===== src/rtl/cam_stream_gen.sv =====
// cam_stream_gen -- emulated OV7670-style RGB565 camera source.
//
// Drives a pixel clock and VSYNC/HREF/data the way the sensor does, so a
// camera_read-style receiver can be exercised without real hardware. The
// receiver samples on the rising edge of p_clock. All stream outputs change
// only on the clk edge where p_clock falls, so they are stable for a full clk
// on either side of every rising edge.
//
// Frame layout, in PCLK periods (one PCLK = 2 clk):
//   VS      : VS_LINES lines, vsync=1
//   VBACK   : VBP lines (state skipped when VBP=0)
//   ACTIVE  : V_ACTIVE lines, each 2*H_ACTIVE bytes with href=1, then H_BLANK
//             periods with href=0
//   VFRONT  : VFP lines (state skipped when VFP=0)
// Leaving IDLE costs one lead-in PCLK period with all outputs low before the
// first VS period; back-to-back frames run with no gap.
//
// Ports:
//   clk, reset   single clock, synchronous active-high reset
//   enable       stream request; looked at only in IDLE and at frame end,
//                so dropping it mid-frame lets the current frame finish
//   p_clock      emulated PCLK, held low in IDLE
//   vsync, href  emulated sync outputs
//   p_data       byte stream, high byte of each pixel first, 0 when href=0
//   frame_done   one-clk pulse on the final clk of each frame
//
// Build option: define CAM_STREAM_GEN_COLORBAR_EN for 8 vertical colour bars
// instead of the default (row + col) ramp.
module cam_stream_gen #(
  parameter int H_ACTIVE = 640,
  parameter int V_ACTIVE = 480,
  parameter int H_BLANK  = 144,
  parameter int VS_LINES = 3,
  parameter int VBP      = 17,
  parameter int VFP      = 10
) (
  input  logic       clk,
  input  logic       reset,
  input  logic       enable,
  output logic       p_clock,
  output logic       vsync,
  output logic       href,
  output logic [7:0] p_data,
  output logic       frame_done
);

  localparam int H_TOTAL  = 2*H_ACTIVE + H_BLANK;
  localparam int HREF_END = 2*H_ACTIVE;
  localparam int HW       = (H_TOTAL > 1) ? $clog2(H_TOTAL) : 1;

  function automatic int max_of4(int a, int b, int c, int d);
    int m;
    m = a;
    if (b > m) m = b;
    if (c > m) m = c;
    if (d > m) m = d;
    return m;
  endfunction

  localparam int MAX_LINES = max_of4(VS_LINES, VBP, V_ACTIVE, VFP);
  localparam int LW        = $clog2(MAX_LINES + 1);

  typedef enum logic [2:0] {
    IDLE   = 3'd0,
    VS     = 3'd1,
    VBACK  = 3'd2,
    ACTIVE = 3'd3,
    VFRONT = 3'd4
  } state_t;

  // (state, h_cnt, l_cnt) is the stream position currently on the outputs.
  state_t          state, state_nx, blk_next;
  logic [HW-1:0]   h_cnt, h_nx;
  logic [LW-1:0]   l_cnt, l_nx, lines_cur;
  // run=0 marks the lead-in period after IDLE: the first falling edge only
  // loads the outputs for position (VS,0,0) instead of advancing past it.
  logic            run, run_nx;
  logic            p_clock_nx, frame_done_nx;
  logic            load;
  logic            last_h, last_l, frame_last;

  // Output decode of the next position.
  logic            vsync_d, href_d;
  logic [7:0]      data_d;
  logic [15:0]     col, pix;

  // Lines in the current vertical block.
  always_comb begin
    case (state)
      VS:      lines_cur = LW'(VS_LINES);
      VBACK:   lines_cur = LW'(VBP);
      ACTIVE:  lines_cur = LW'(V_ACTIVE);
      VFRONT:  lines_cur = LW'(VFP);
      default: lines_cur = LW'(1);
    endcase
  end

  assign last_h = (h_cnt == HW'(H_TOTAL - 1));
  assign last_l = (l_cnt == lines_cur - 1'b1);

  // Final PCLK period of a frame; with VFP=0 the frame ends on the last
  // active line.
  assign frame_last = last_h && last_l &&
                      ((state == VFRONT) || ((state == ACTIVE) && (VFP == 0)));

  // Where a finished vertical block goes. Skipped blocks are bypassed here so
  // they cost no line at all.
  always_comb begin
    case (state)
      VS:      blk_next = (VBP > 0) ? VBACK : ACTIVE;
      VBACK:   blk_next = ACTIVE;
      ACTIVE:  blk_next = (VFP > 0) ? VFRONT : (enable ? VS : IDLE);
      VFRONT:  blk_next = enable ? VS : IDLE;
      default: blk_next = IDLE;
    endcase
  end

  // Next-state / position logic.
  always_comb begin
    state_nx      = state;
    h_nx          = h_cnt;
    l_nx          = l_cnt;
    run_nx        = run;
    p_clock_nx    = 1'b0;
    frame_done_nx = 1'b0;
    load          = 1'b0;
    if (state == IDLE) begin
      if (enable) begin
        state_nx   = VS;
        h_nx       = '0;
        l_nx       = '0;
        run_nx     = 1'b0;
        p_clock_nx = 1'b1;
      end
    end else if (!p_clock) begin
      // Rising PCLK edge next: outputs hold. The clk that follows is the
      // last clk of the frame when the current period is the frame's last.
      p_clock_nx    = 1'b1;
      frame_done_nx = frame_last;
    end else begin
      // Falling PCLK edge: advance one period and load outputs.
      p_clock_nx = 1'b0;
      load       = 1'b1;
      run_nx     = 1'b1;
      if (run) begin
        if (!last_h) begin
          h_nx = h_cnt + 1'b1;
        end else begin
          h_nx = '0;
          if (!last_l) begin
            l_nx = l_cnt + 1'b1;
          end else begin
            l_nx     = '0;
            state_nx = blk_next;
            if (blk_next == IDLE) run_nx = 1'b0;
          end
        end
      end
    end
  end

  // Pixel value for the column being sent in the next period.
  assign col = 16'(h_nx >> 1);

`ifdef CAM_STREAM_GEN_COLORBAR_EN
  // Bar width clamps to one pixel so narrow test configurations still work.
  localparam int BAR_W = (H_ACTIVE/8 > 0) ? H_ACTIVE/8 : 1;
  logic [2:0] bar;

  always_comb begin
    bar = 3'(col / 16'(BAR_W));
    case (bar)
      3'd0:    pix = 16'hFFFF;
      3'd1:    pix = 16'hFFE0;
      3'd2:    pix = 16'h07FF;
      3'd3:    pix = 16'h07E0;
      3'd4:    pix = 16'hF81F;
      3'd5:    pix = 16'hF800;
      3'd6:    pix = 16'h001F;
      default: pix = 16'h0000;
    endcase
  end
`else
  logic [15:0] row;

  assign row = 16'(l_nx);
  assign pix = row + col;
`endif

  // Even byte index within the line carries the high byte.
  always_comb begin
    vsync_d = (state_nx == VS);
    href_d  = (state_nx == ACTIVE) && (h_nx < HW'(HREF_END));
    data_d  = 8'h00;
    if (href_d) data_d = h_nx[0] ? pix[7:0] : pix[15:8];
  end

  always_ff @(posedge clk) begin
    if (reset) begin
      state      <= IDLE;
      h_cnt      <= '0;
      l_cnt      <= '0;
      run        <= 1'b0;
      p_clock    <= 1'b0;
      vsync      <= 1'b0;
      href       <= 1'b0;
      p_data     <= 8'h00;
      frame_done <= 1'b0;
    end else begin
      state      <= state_nx;
      h_cnt      <= h_nx;
      l_cnt      <= l_nx;
      run        <= run_nx;
      p_clock    <= p_clock_nx;
      frame_done <= frame_done_nx;
      if (load) begin
        vsync  <= vsync_d;
        href   <= href_d;
        p_data <= data_d;
      end
    end
  end

endmodule

===== config.mk =====
export PLATFORM = sky130hd
export DESIGN_NAME = cam_stream_gen
export DESIGN_NICKNAME = d
export VERILOG_FILES = /design/src/rtl/cam_stream_gen.sv
export SDC_FILE = /design/constraint.sdc
export NUM_CORES = 1
export LEC_CHECK = 0
export CAP_MARGIN = 5
export CORE_ASPECT_RATIO = 1.5
export CORE_MARGIN = 4
export CORE_UTILIZATION = 45
export DETAILED_ROUTE_END_ITERATION = 16
export GPL_TIMING_DRIVEN = 0
export PLACE_DENSITY_LB_ADDON = 0.08
export SYNTH_ARGS = -nofsm -noshare
export SYNTH_HDL_FRONTEND = slang
export SYNTH_SLANG_ARGS = --single-unit

===== constraint.sdc =====
create_clock -name clk -period 5.1 [get_ports clk]
set_input_delay 1.02 -clock clk [delete_from_list [all_inputs] [get_ports clk]]
set_output_delay 1.02 -clock clk [all_outputs]
set_load 0.01 [all_outputs]

==> qor.csv, run 1 <==
metric;value;unit
outcome;finished, final reports clean;
finClkSkew;0.00440;ns
wl_met3;193;microns
pin_count;15;
setup_viol;0;
clkLatencyLatePin;0.28;ns
critPathRequiredTime;5.28;ns
vias;2456;
fillers;541;
p_per_area;191;nW/um^2
drc_errors;0;
route.top_layer_used;met4;
syn_inst;320;
rsz0062_at_grt;no;
initial_core_util;47.6;%
yosysTopAreaCellShare;28.9;%
fin_ws;0.402;ns
postSynthAreaPerCell;7.80;sq um
die_area;6820;sq um
synth_seq_cells;36;
fmax;0.213;GHz
routedWlPerCell;16.7;microns
multi_input_area;1680;sq um
first_global_vias;2353;
slew_violations;0;
worstRegToRegCells;19;
dieHeight;99.2;microns
wl;6.83;mm
tns;0;ns
irDropWorstVdd;173;uV
antenna_found_initial;0;
critPathMaxFanout;10;
dp_hpwl;5.22;mm
drt_iter0_markers;190;
grt_pass1_wl;11.2;mm
relSlewSlack;42.6;%
synth_top_area_cell;dfxtp_1;
cts_max_path_buffers;2;
layout.nets;357;
grt_util_all_layers;21.5;%
ys_seq_area_share;28.9;%
via_per_inst;5.99;
dr.pass1.iters;4;
ant_nets;0;
hold_viol_final;0;
cts_setup_buffers;0;
wl_met1;2.89;mm
grt_max_degree;11;
leakage;1.02;nW
root_buffer;clkbuf_8;
tightest_slew;0.855;ns
drive_gt1_share;5.26;%
end_kind;flip-flop;
ys.flop_type;dfxtp_1;
fin_crit_sh;92.1;%
synth-edff-count;0;
antenna_cells;0;
synth_most_common_cell;dfxtp_1;
startpoint_type;flip-flop;
cts.htree.levels;2;
syn-num-nets;336;
wl_met2;3.52;mm
io_buffers;14;
synth.cell_area;2490;sq um
hold_depth;1;
gp_congestion;0.865;
cts.sinks;36;
ff_latch_area;721;sq um
rows;32;
maxCapViolCount;0;
grt-ovfl-total;0;
yosys_warnings;0;
dieWidth;68.8;microns
min_period;4.70;ns
total_power;0.539;mW
criticalPathCategory;flip-flop to flip-flop;
ys_async_sr_fraction;0;%
dp_slack;-0.185;ns
hp-class;flip-flop to flip-flop;
area_delta_synth_final;13.3;%
cts_tree;done;
cp.arrival;4.88;ns
ys_types;53;
core-area;5250;sq um
clk_pin_slew;0.07;ns
synth_area_leaders;dfxtp_1 29%, ha_1 6.0%, nand2_1 5.1%, nor2_1 4.2%, a21oi_1 4.0%;
synth_commonest_cells;36 x dfxtp_1, 34 x nand2_1, 28 x nor2_1;
finish.utilization;53.9;%
cts_inserted_buffers;5;
-- where the power goes --
| group | leakage (nW) | switching, mW | internal (mW) |
|---|---|---|---|
| Sequential | 0.291 | 0.00125 | 0.283 |
| Clock | 0.0455 | 0.101 | 0.110 |
| Combinational | 0.683 | 0.0300 | 0.0132 |
-- state kept, by name, summed over array words and instances, names as in the netlist --
signal / cells
state: 3
p_clock: 1
href: 1
run: 1
vsync: 1
l_cnt: 9
frame_done: 1
p_data: 8
h_cnt: 11
-- layout make-up --
class	count	area share (%)
clock buffer	8	3.19
inverter	9	1.19
multi-input combinational	259	59.4
tap	68	3.01
sequential	36	25.5
buffer	16	2.74
timing repair buffer	14	4.96
-- metrics by stage --
step / instance area [sq um] / hold slack, ns / instances
6_report: 2830 / 0.465 / 410
5_1_grt: 2830 / 0.486 / 410
4_1_cts: 2820 / 0.471 / 410
3_5_place_dp: 2720 / 0.450 / 402
3_3_place_gp: 2720 / 0.447 / 402
2_1_floorplan: 2490 / 0.507 / 320
-- timing repair --
item | CTS | global route
gates resized for setup | 2 | 4
pin swaps | 0 | 0
endpoints found under the setup margin | 1 | 3
gates cloned | 0 | 0
hold buffers | 0 | 0
-- cells by family after synthesis --
| logic type | after synthesis | synth area share [%] |
|---|---|---|
| mux | 4 | 1.65 |
| buf+inv | 25 | 4.36 |
| xor+xnor | 10 | 3.51 |
| fa+ha+maj | 13 | 6.82 |
| flops | 36 | 28.9 |
| compound gates | 89 | 24.1 |
| simple gates | 143 | 30.6 |
-- layer usage --
layer / vias to the layer above / GRT usage, %
li1: 1233 / -
met1: 1151 / 25.7
met2: 55 / 36.8
met3: 17 / 3.50
met4: 0 / 8.86
met5: - / 0
-- worst max-delay path, stage by stage, from the launching register on --
cell and delay [ns]:
dfxtp_1 0.36, clkbuf_2 0.22, nor3b_2 0.30, inv_1 0.12, ha_1 0.33, xnor2_1 0.13
a2111o_1 0.36, nor3_2 0.26, clkbuf_2 0.27, nor2_1 0.12, nand4b_1 0.12, nand3_1 0.12
ha_1 0.34, nor2b_1 0.17, o31ai_2 0.27, a21oi_1 0.15, o21a_1 0.20, o21a_1 0.17
or3_1 0.31, a32o_1 0.25
-- final timing paths --
check / start / endpoint / slack (ns)
setup reg to reg: state[2] / p_data[2] / 0.40
setup / recovery: state[2] / p_data[2] / 0.40
hold reg to reg: p_data[7] / p_data[7] / 0.47
hold / removal: p_data[7] / p_data[7] / 0.47
-- cells in the final DEF (no fill, tap or decap), drive strengths merged, types with 6 or more instances in the layout --
cell / instances
dfxtp: 36
nand2: 34
nor2: 28
clkbuf: 22
a21oi: 20
nand3: 18
o21ai: 18
nor2b: 16
clkdlybuf4s50: 14
nor3: 13
ha: 12
inv: 9
a32o: 7
o31ai: 7
nand4b: 6
xnor2: 6
Power figures use the tool's default switching activity.
==> inputs of run 2 (changes only) <==
--- a/config.mk
+++ b/config.mk
@@ -9,6 +9,7 @@
 export CORE_ASPECT_RATIO = 1.5
 export CORE_MARGIN = 4
 export CORE_UTILIZATION = 45
+export CTS_CLUSTER_SIZE = 40
 export DETAILED_ROUTE_END_ITERATION = 16
 export GPL_TIMING_DRIVEN = 0
 export PLACE_DENSITY_LB_ADDON = 0.08
==> results of run 2 <==
Final layout, timing and power as in run 1 (identical DEF).
==> inputs of run 3 (changes only) <==
--- a/config.mk
+++ b/config.mk
@@ -13,6 +13,7 @@
 export DETAILED_ROUTE_END_ITERATION = 16
 export GPL_TIMING_DRIVEN = 0
 export PLACE_DENSITY_LB_ADDON = 0.08
+export SKIP_CTS_REPAIR_TIMING = 1
 export SYNTH_ARGS = -nofsm -noshare
 export SYNTH_HDL_FRONTEND = slang
 export SYNTH_SLANG_ARGS = --single-unit
==> results of run 3 <==
Final layout, timing and power as in run 1 (identical DEF).
